==> src/rtl/pc_stack_counter.sv <==
// Program counter with relative branch and a call/return stack.
// Drives the instruction memory address bus from controller strobes.
module pc_stack_counter #(
  parameter int ADDR_W = 5,
  parameter int DEPTH  = 4,
  parameter int OFF_W  = 5
) (
  input  logic              clk,
  input  logic              rst,
  input  logic              inc,
  input  logic              load,
  input  logic [ADDR_W-1:0] addr_in,
  input  logic              branch,
  input  logic [OFF_W-1:0]  offset,
  input  logic              call,
  input  logic              ret,
  output logic [ADDR_W-1:0] pc,
  output logic              wrap,
  output logic              full,
  output logic              empty,
  output logic              err
);

  localparam int CW = $clog2(DEPTH + 1);
  localparam int IW = (DEPTH > 1) ? $clog2(DEPTH) : 1;

  logic [ADDR_W-1:0]       stk [DEPTH];
  logic [CW-1:0]           cnt;
  logic [ADDR_W-1:0]       pc_inc;
  logic [ADDR_W-1:0]       pc_br;
  logic [ADDR_W-1:0]       top;
  logic [ADDR_W+OFF_W-1:0] off_ext;
  logic                    pc_max;
  logic                    do_push;
  logic                    do_pop;

  assign full    = (cnt == CW'(DEPTH));
  assign empty   = (cnt == '0);
  assign pc_inc  = pc + ADDR_W'(1);
  assign pc_max  = (pc == '1);
  assign off_ext = {{ADDR_W{offset[OFF_W-1]}}, offset};
  assign pc_br   = pc + off_ext[ADDR_W-1:0];
  assign top     = stk[IW'(cnt - CW'(1))];

  // Only the winning strobe may touch the stack.
  assign do_push = !load && call && !full;
  assign do_pop  = !load && !call && ret && !empty;

  always_ff @(posedge clk) begin
    if (do_push) stk[IW'(cnt)] <= pc_inc;
  end

  always_ff @(posedge clk or posedge rst) begin
    if (rst) begin
      pc   <= '0;
      cnt  <= '0;
      wrap <= 1'b0;
      err  <= 1'b0;
    end else begin
      wrap <= 1'b0;
      if (load) begin
        pc <= addr_in;
      end else if (call) begin
        if (full) begin
          err <= 1'b1;
        end else begin
          pc   <= addr_in;
          cnt  <= cnt + CW'(1);
          wrap <= pc_max;
        end
      end else if (ret) begin
        if (empty) begin
          err <= 1'b1;
        end else begin
          pc  <= top;
          cnt <= cnt - CW'(1);
        end
      end else if (branch) begin
        pc <= pc_br;
      end else if (inc) begin
        pc   <= pc_inc;
        wrap <= pc_max;
      end
    end
  end

endmodule

==> config.mk <==
export PLATFORM = sky130hd
export DESIGN_NAME = pc_stack_counter
export DESIGN_NICKNAME = d
export VERILOG_FILES = /design/src/rtl/pc_stack_counter.sv
export SDC_FILE = /design/constraint.sdc
export NUM_CORES = 1
export LEC_CHECK = 0
export CAP_MARGIN = 30
export CORE_MARGIN = 1
export CORE_UTILIZATION = 50
export CTS_CLUSTER_SIZE = 10
export DETAILED_ROUTE_END_ITERATION = 16
export PLACE_DENSITY = 0.76
export SLEW_MARGIN = 20
export SYNTH_ARGS = -nofsm -noshare
export SYNTH_HDL_FRONTEND = slang
export SYNTH_SLANG_ARGS = --single-unit
==> constraint.sdc <==
create_clock -name clk -period 2.4 [get_ports clk]
set_input_delay 0.48 -clock clk [delete_from_list [all_inputs] [get_ports clk]]
set_output_delay 0.48 -clock clk [all_outputs]
set_load 0.02 [all_outputs]
* After elaboration in Yosys (flattened, before gate mapping)
Memories as Yosys holds them, arrays and structs flattened. Index checks and enable logic that the tools add are counted.
Word-level totals: register bits 10, bits in writable memories 20, input bits 17, output and inout port bits 9, logic and storage cells 51, memories 1
Operators by class: add/sub/neg operators 4, eq/ne operators 7, mux-type cells 23, bitwise gates (word level) 1, reduce and logical (&&, ||, !) cells 11
Memories:
- stk | words 4, bits a word 5, rd ports 1, clocked after Yosys merged registers in 0, write ports 1, RTL line 27 | logic [ADDR_W-1:0] stk [DEPTH];
Operators with widths (count):
- $mux 5 | 7
- $mux 1 | 12
- $mux 3 | 4
- $reduce_and 4->1 | 2
- $add 5x1->5 const B | 1
- $add 5x5->5 | 1
- $eq 5x5->1 const B | 1
- $reduce_bool 5->1 | 1
- $ne 2x2->1 const B | 2
- $ne 4x4->1 const B | 1
- $reduce_bool 2->1 | 2
- $add 3x1->3 const B | 1
- $eq 3x3->1 const B | 1
- $logic_not 3->1 | 1
- $ne 3x3->1 const B | 1
- $reduce_and 3->1 | 1
- $sub 3x1->3 const B | 1
- $logic_and 1x1->1 | 2
- $logic_not 1->1 | 2
- $ne 2x1->1 const B | 1
- $not 1->1 | 1

* Logic depth before layout (Yosys ltp)
depth after elaboration 6, depth in mapped cells 7, gate-level depth less buffers 7

* Worst setup path before layout
OpenSTA, ideal clock, no wires.
path kind reg2reg, start point reg pc[0], end point reg pc[4], arrival 2004 ps, required time 2276 ps, slack 272 ps, cell stages (with the launch flop) 8, buffers on the path 0, cells stage by stage dfrtp_1 > ha_1 > inv_1 > fa_1 > nand2b_1 > a2111oi_0 > a2111oi_0 > o31a_1
Between the ends: longest elaborated chain between the ends 6, elaborated cells on any way between the ends 7, those cells by class add/sub (2); mux (5)
Ends and longest elaborated chain:
- start, declared | RTL line 17 | output logic [ADDR_W-1:0] pc,
- start signal, assigned | RTL line 62 | pc <= addr_in;
- start signal, assigned | RTL line 67 | pc <= addr_in;
- start signal, assigned | RTL line 75 | pc <= top;
- $add 5x1->5 | RTL line 39 | assign pc_inc = pc + ADDR_W'(1);
- $mux 5 | RTL line 80 | end else if (inc) begin
- $mux 5 * | RTL line 78 | end else if (branch) begin
- $mux 5 * | RTL line 71 | end else if (ret) begin
- $mux 5 * | RTL line 63 | end else if (call) begin
- $mux 5 * | RTL line 61 | if (load) begin
Mark *: on every way between the ends. The rest lies on a longest branch, timed or not. The select of a mux whose other input is x is not followed. A chain may end at the register's enable or synchronous reset.

* Worst setup path after layout
start point in offset[0], end point reg pc[4]
Between the ends: longest elaborated chain between the ends 5
Ends and longest elaborated chain:
- start, declared | RTL line 14 | input logic [OFF_W-1:0] offset,
- $add 5x5->5 | RTL line 42 | assign pc_br = pc + off_ext[ADDR_W-1:0];
- $mux 5 | RTL line 78
- $mux 5 | RTL line 71
- $mux 5 | RTL line 63
- $mux 5 | RTL line 61
- end signal, assigned | RTL line 62
- end signal, assigned | RTL line 79 | pc <= pc_br;
- end signal, assigned | RTL line 81 | pc <= pc_inc;
No other way between the ends.

==> summary.md <==
| Metric | Value |
|---|---|
| Outcome | `finished clean` |
| DR WL/cell | `16.9 µm` |
| Die W | `61.2 µm` |
| Clock Power Share | `14.4%` |
| Critical Path Slowest Stage Cell | `clkdlybuf4s50_1` |
| Worst Reg-to-Reg Cells | `6` |
| DR iter-0 viols | `52` |
| Sequential share of power | `37.9%` |
| Rows | `21` |
| I/O Buffers | `25` |
| Crit path largest cell delay | `460 ps` |
| WHS | `435 ps` |
| Power Dens Cells | `942 nW/µm²` |
| Critical Path, Cell by Cell | `clkdlybuf4s50_1 > ha_1 > inv_1 > fa_1 > nand2b_1 > a2111oi_1 > a2111oi_0 > o31a_1` |
| IO Count | `26` |
| RSZ-0062 raised after global routing | `false` |
| Multi-input logic area | `830 µm²` |
| Initial antenna violation count | `0` |
| Final Wtd Congestion | `0.837` |
| Total Power | `2.03 mW` |
| Critical path class | `in -> reg` |
| Register area share after synthesis | `48.6%` |
| Die Y | `61.2 µm` |
| Syn nets | `179` |
| Mapped Avg Cell Area | `11.7 µm²` |
| Die ar. | `3740 µm²` |
| Flops & latches, synth | `30` |
| Vias | `1318` |
| Deepest clock path buffer count | `2` |
| Fill cells | `279` |
| Clock slew at reported path FFs | `100 ps` |
| Yosys warnings | `0` |
| Reg area | `851 µm²` |
| Postcts setup bufs | `0` |
| Gr usage total | `24.4%` |
| Max-Cap Viols | `0` |
| Worst Setup Start Kind | `input port` |
| Finished Layout Cells | `233` |
| Int Pwr | `1.25 mW` |
| Top_reg_cell synth | `edfxtp_1` |
| Initial Util | `52.5%` |
| Net Sw Power | `781 µW` |
| Placed cell count | `225` |
| Final #Nets | `215` |
| Skew-Pair Late Insertion Delay | `340 ps` |
| Worst Path Required | `2640 ps` |
| Number of antenna diodes | `0` |
| Gate power share | `47.7%` |
| Unique cell type count in the Yosys netlist | `41` |
| Critical Path AT | `2470 ps` |
| GRT overflow | `0` |
| Setup Viol. Count Final | `0` |
| Switching portion of total power | `38.5%` |
| CP endpoint kind | `flip-flop` |
| Max Clk Rate | `0.448 GHz` |
| Hold Fails Final Rpt | `0` |
| Final Skew | `8.16 ps` |
| Area growth syn-to-layout | `22.9%` |
| # hold bufs at CTS | `0` |
| DP HPWL | `3010 µm` |
| # clock sinks | `30` |
| Root buffer selected by CTS | `clkbuf_4` |
| Core area | `3340 µm²` |
| CTS H-tree depth | `2` |
| Vias per cell | `5.66` |
| First-pass GRT wire length | `6180 µm` |
| Post-Syn Instances | `150` |
| Post-synth top cells | `20 x edfxtp_1, 12 x mux2i_1, 11 x ha_1, 11 x nor2_1` |
| Slew margin rel. | `59.4%` |
| Routed wire length | `3950 µm` |
| Tmin final | `2230 ps` |
| Largest net degree at the start of global routing | `11` |
| Pins Over Slew Limit | `0` |
| Layout cell share with drive strength beyond 1 | `12.8%` |
| Worst-Margin Slew | `594 ps` |
| Worst-path maximum fanout | `3` |
| CTS tree | `done` |
| DRT antenna net count | `0` |
| Drt first pass iters | `6` |
| Cell taking the most area after synthesis | `edfxtp_1` |
| Period Utilization, post-route | `93.0%` |
| Cell Area, Synth | `1750 µm²` |
| Worst Hold Class | `in -> async` |
| Top post-synthesis cells by area | `edfxtp_1 34%, dfrtp_1 14%, ha_1 7.9%` |
| Post-synth EDFFs | `20` |
| Count leader, synth | `edfxtp_1` |
| Ys async rst share | `33.3%` |
| Num CTS Buffers | `5` |
| Max IR drop VDD | `0.588 mV` |
| Leak | `0.880 nW` |
| Vias in the first global route | `1378` |
| Top cell type's share of synthesized area | `34.3%` |
| Post-route DRC | `0` |
cell usage in the layout, fill, tap and decap left out, drive strengths merged, types with 2 or more instances in the layout:
cell type / Yosys / routed
mux2i: 12 / 12
xor2: 3 / 3
nand2b: 4 / 4
o221ai: 2 / 2
nor2: 11 / 11
clkinv: 0 / 2
nand2: 5 / 5
nor3b: 2 / 2
a2111oi: 4 / 4
inv: 10 / 10
clkbuf: 2 / 5
ha: 11 / 11
o21ai: 3 / 3
dfrtp: 10 / 10
clkdlybuf4s50: 0 / 23
nor3: 5 / 5
xnor2: 3 / 3
a21oi: 6 / 6
a31oi: 3 / 3
dlygate4sd2: 0 / 2
buf: 4 / 10
and3b: 2 / 2
edfxtp: 20 / 20
and2: 6 / 6
nand3: 4 / 4
final timing paths:
check	start	end	slack, ps
max	offset[0]	pc[4]	170
min	rst	pc[4]	440
max reg2reg	pc[1]	pc[4]	370
min reg2reg	err	err	490
max in group asynchronous	rst	cnt[1]	1650
min in group clk	err	err	490
through the flow:
step | worst slack [ps] | setup TNS (ps) | util [%] | cell area, µm²
2_1_floorplan | 272 | 0 | - | 1750
3_3_place_gp | -157 | -157 | 62.9 | 2100
3_5_place_dp | -243 | -243 | 62.9 | 2100
4_1_cts | 144 | 0 | 64.5 | 2150
5_1_grt | 45.9 | 0 | 64.5 | 2150
6_report | 167 | 0 | 64.5 | 2150
final cells by class:
type	count	share of cell area, %
clock buffer	5	1.74
tap	46	2.67
sequential	30	39.5
inverter	10	1.74
timing repair buffer	35	15.0
multi-input combinational	104	38.5
clock inverter	3	0.756
power by group through the flow:
stage | registers (mW) | logic (mW) | clock network [mW]
6_report | 0.769 | 0.967 | 0.291
3_5_place_dp | 0.780 | 0.973 | 0
3_3_place_gp | 0.772 | 0.941 | 0
4_1_cts | 0.770 | 0.969 | 0.293
5_1_grt | 0.778 | 1.05 | 0.317
2_1_floorplan | 0.809 | 0.590 | 0
state kept, by name, summed over array words and instances, names as in the netlist:
signal and flops:
cnt 3, err 1, pc 5, stk 20, wrap 1
repair_timing:
item | in CTS | in global routing
endpoints found under the setup margin | 2 | 1
resized for setup | 2 | 1
hold endpoints to repair | 0 | 0
logic make-up after synthesis:
kind of cell	after synthesis	synth area share, %
DFF	30	48.6
xor gates and xnor gates	6	3.00
adders and majority gates	12	9.01
muxes	13	8.15
buffers and inverters	16	4.07
and+or+nand+nor	45	14.2
AOI/OAI and AO/OA	28	12.9
routing by layer:
metal	track usage [%]	part of all wire, %
met5	0	0
met4	14.6	2.8
met3	7.77	5.6
met2	39.8	50
met1	28.2	42
worst max-delay path: cells and delay by family:
kind / cells / cell delay (ps)
compound gates: 3 / 750
buf+inv: 2 / 520
simple gates: 1 / 190
fa+ha+maj: 2 / 530
Power figures use the tool's default switching activity.
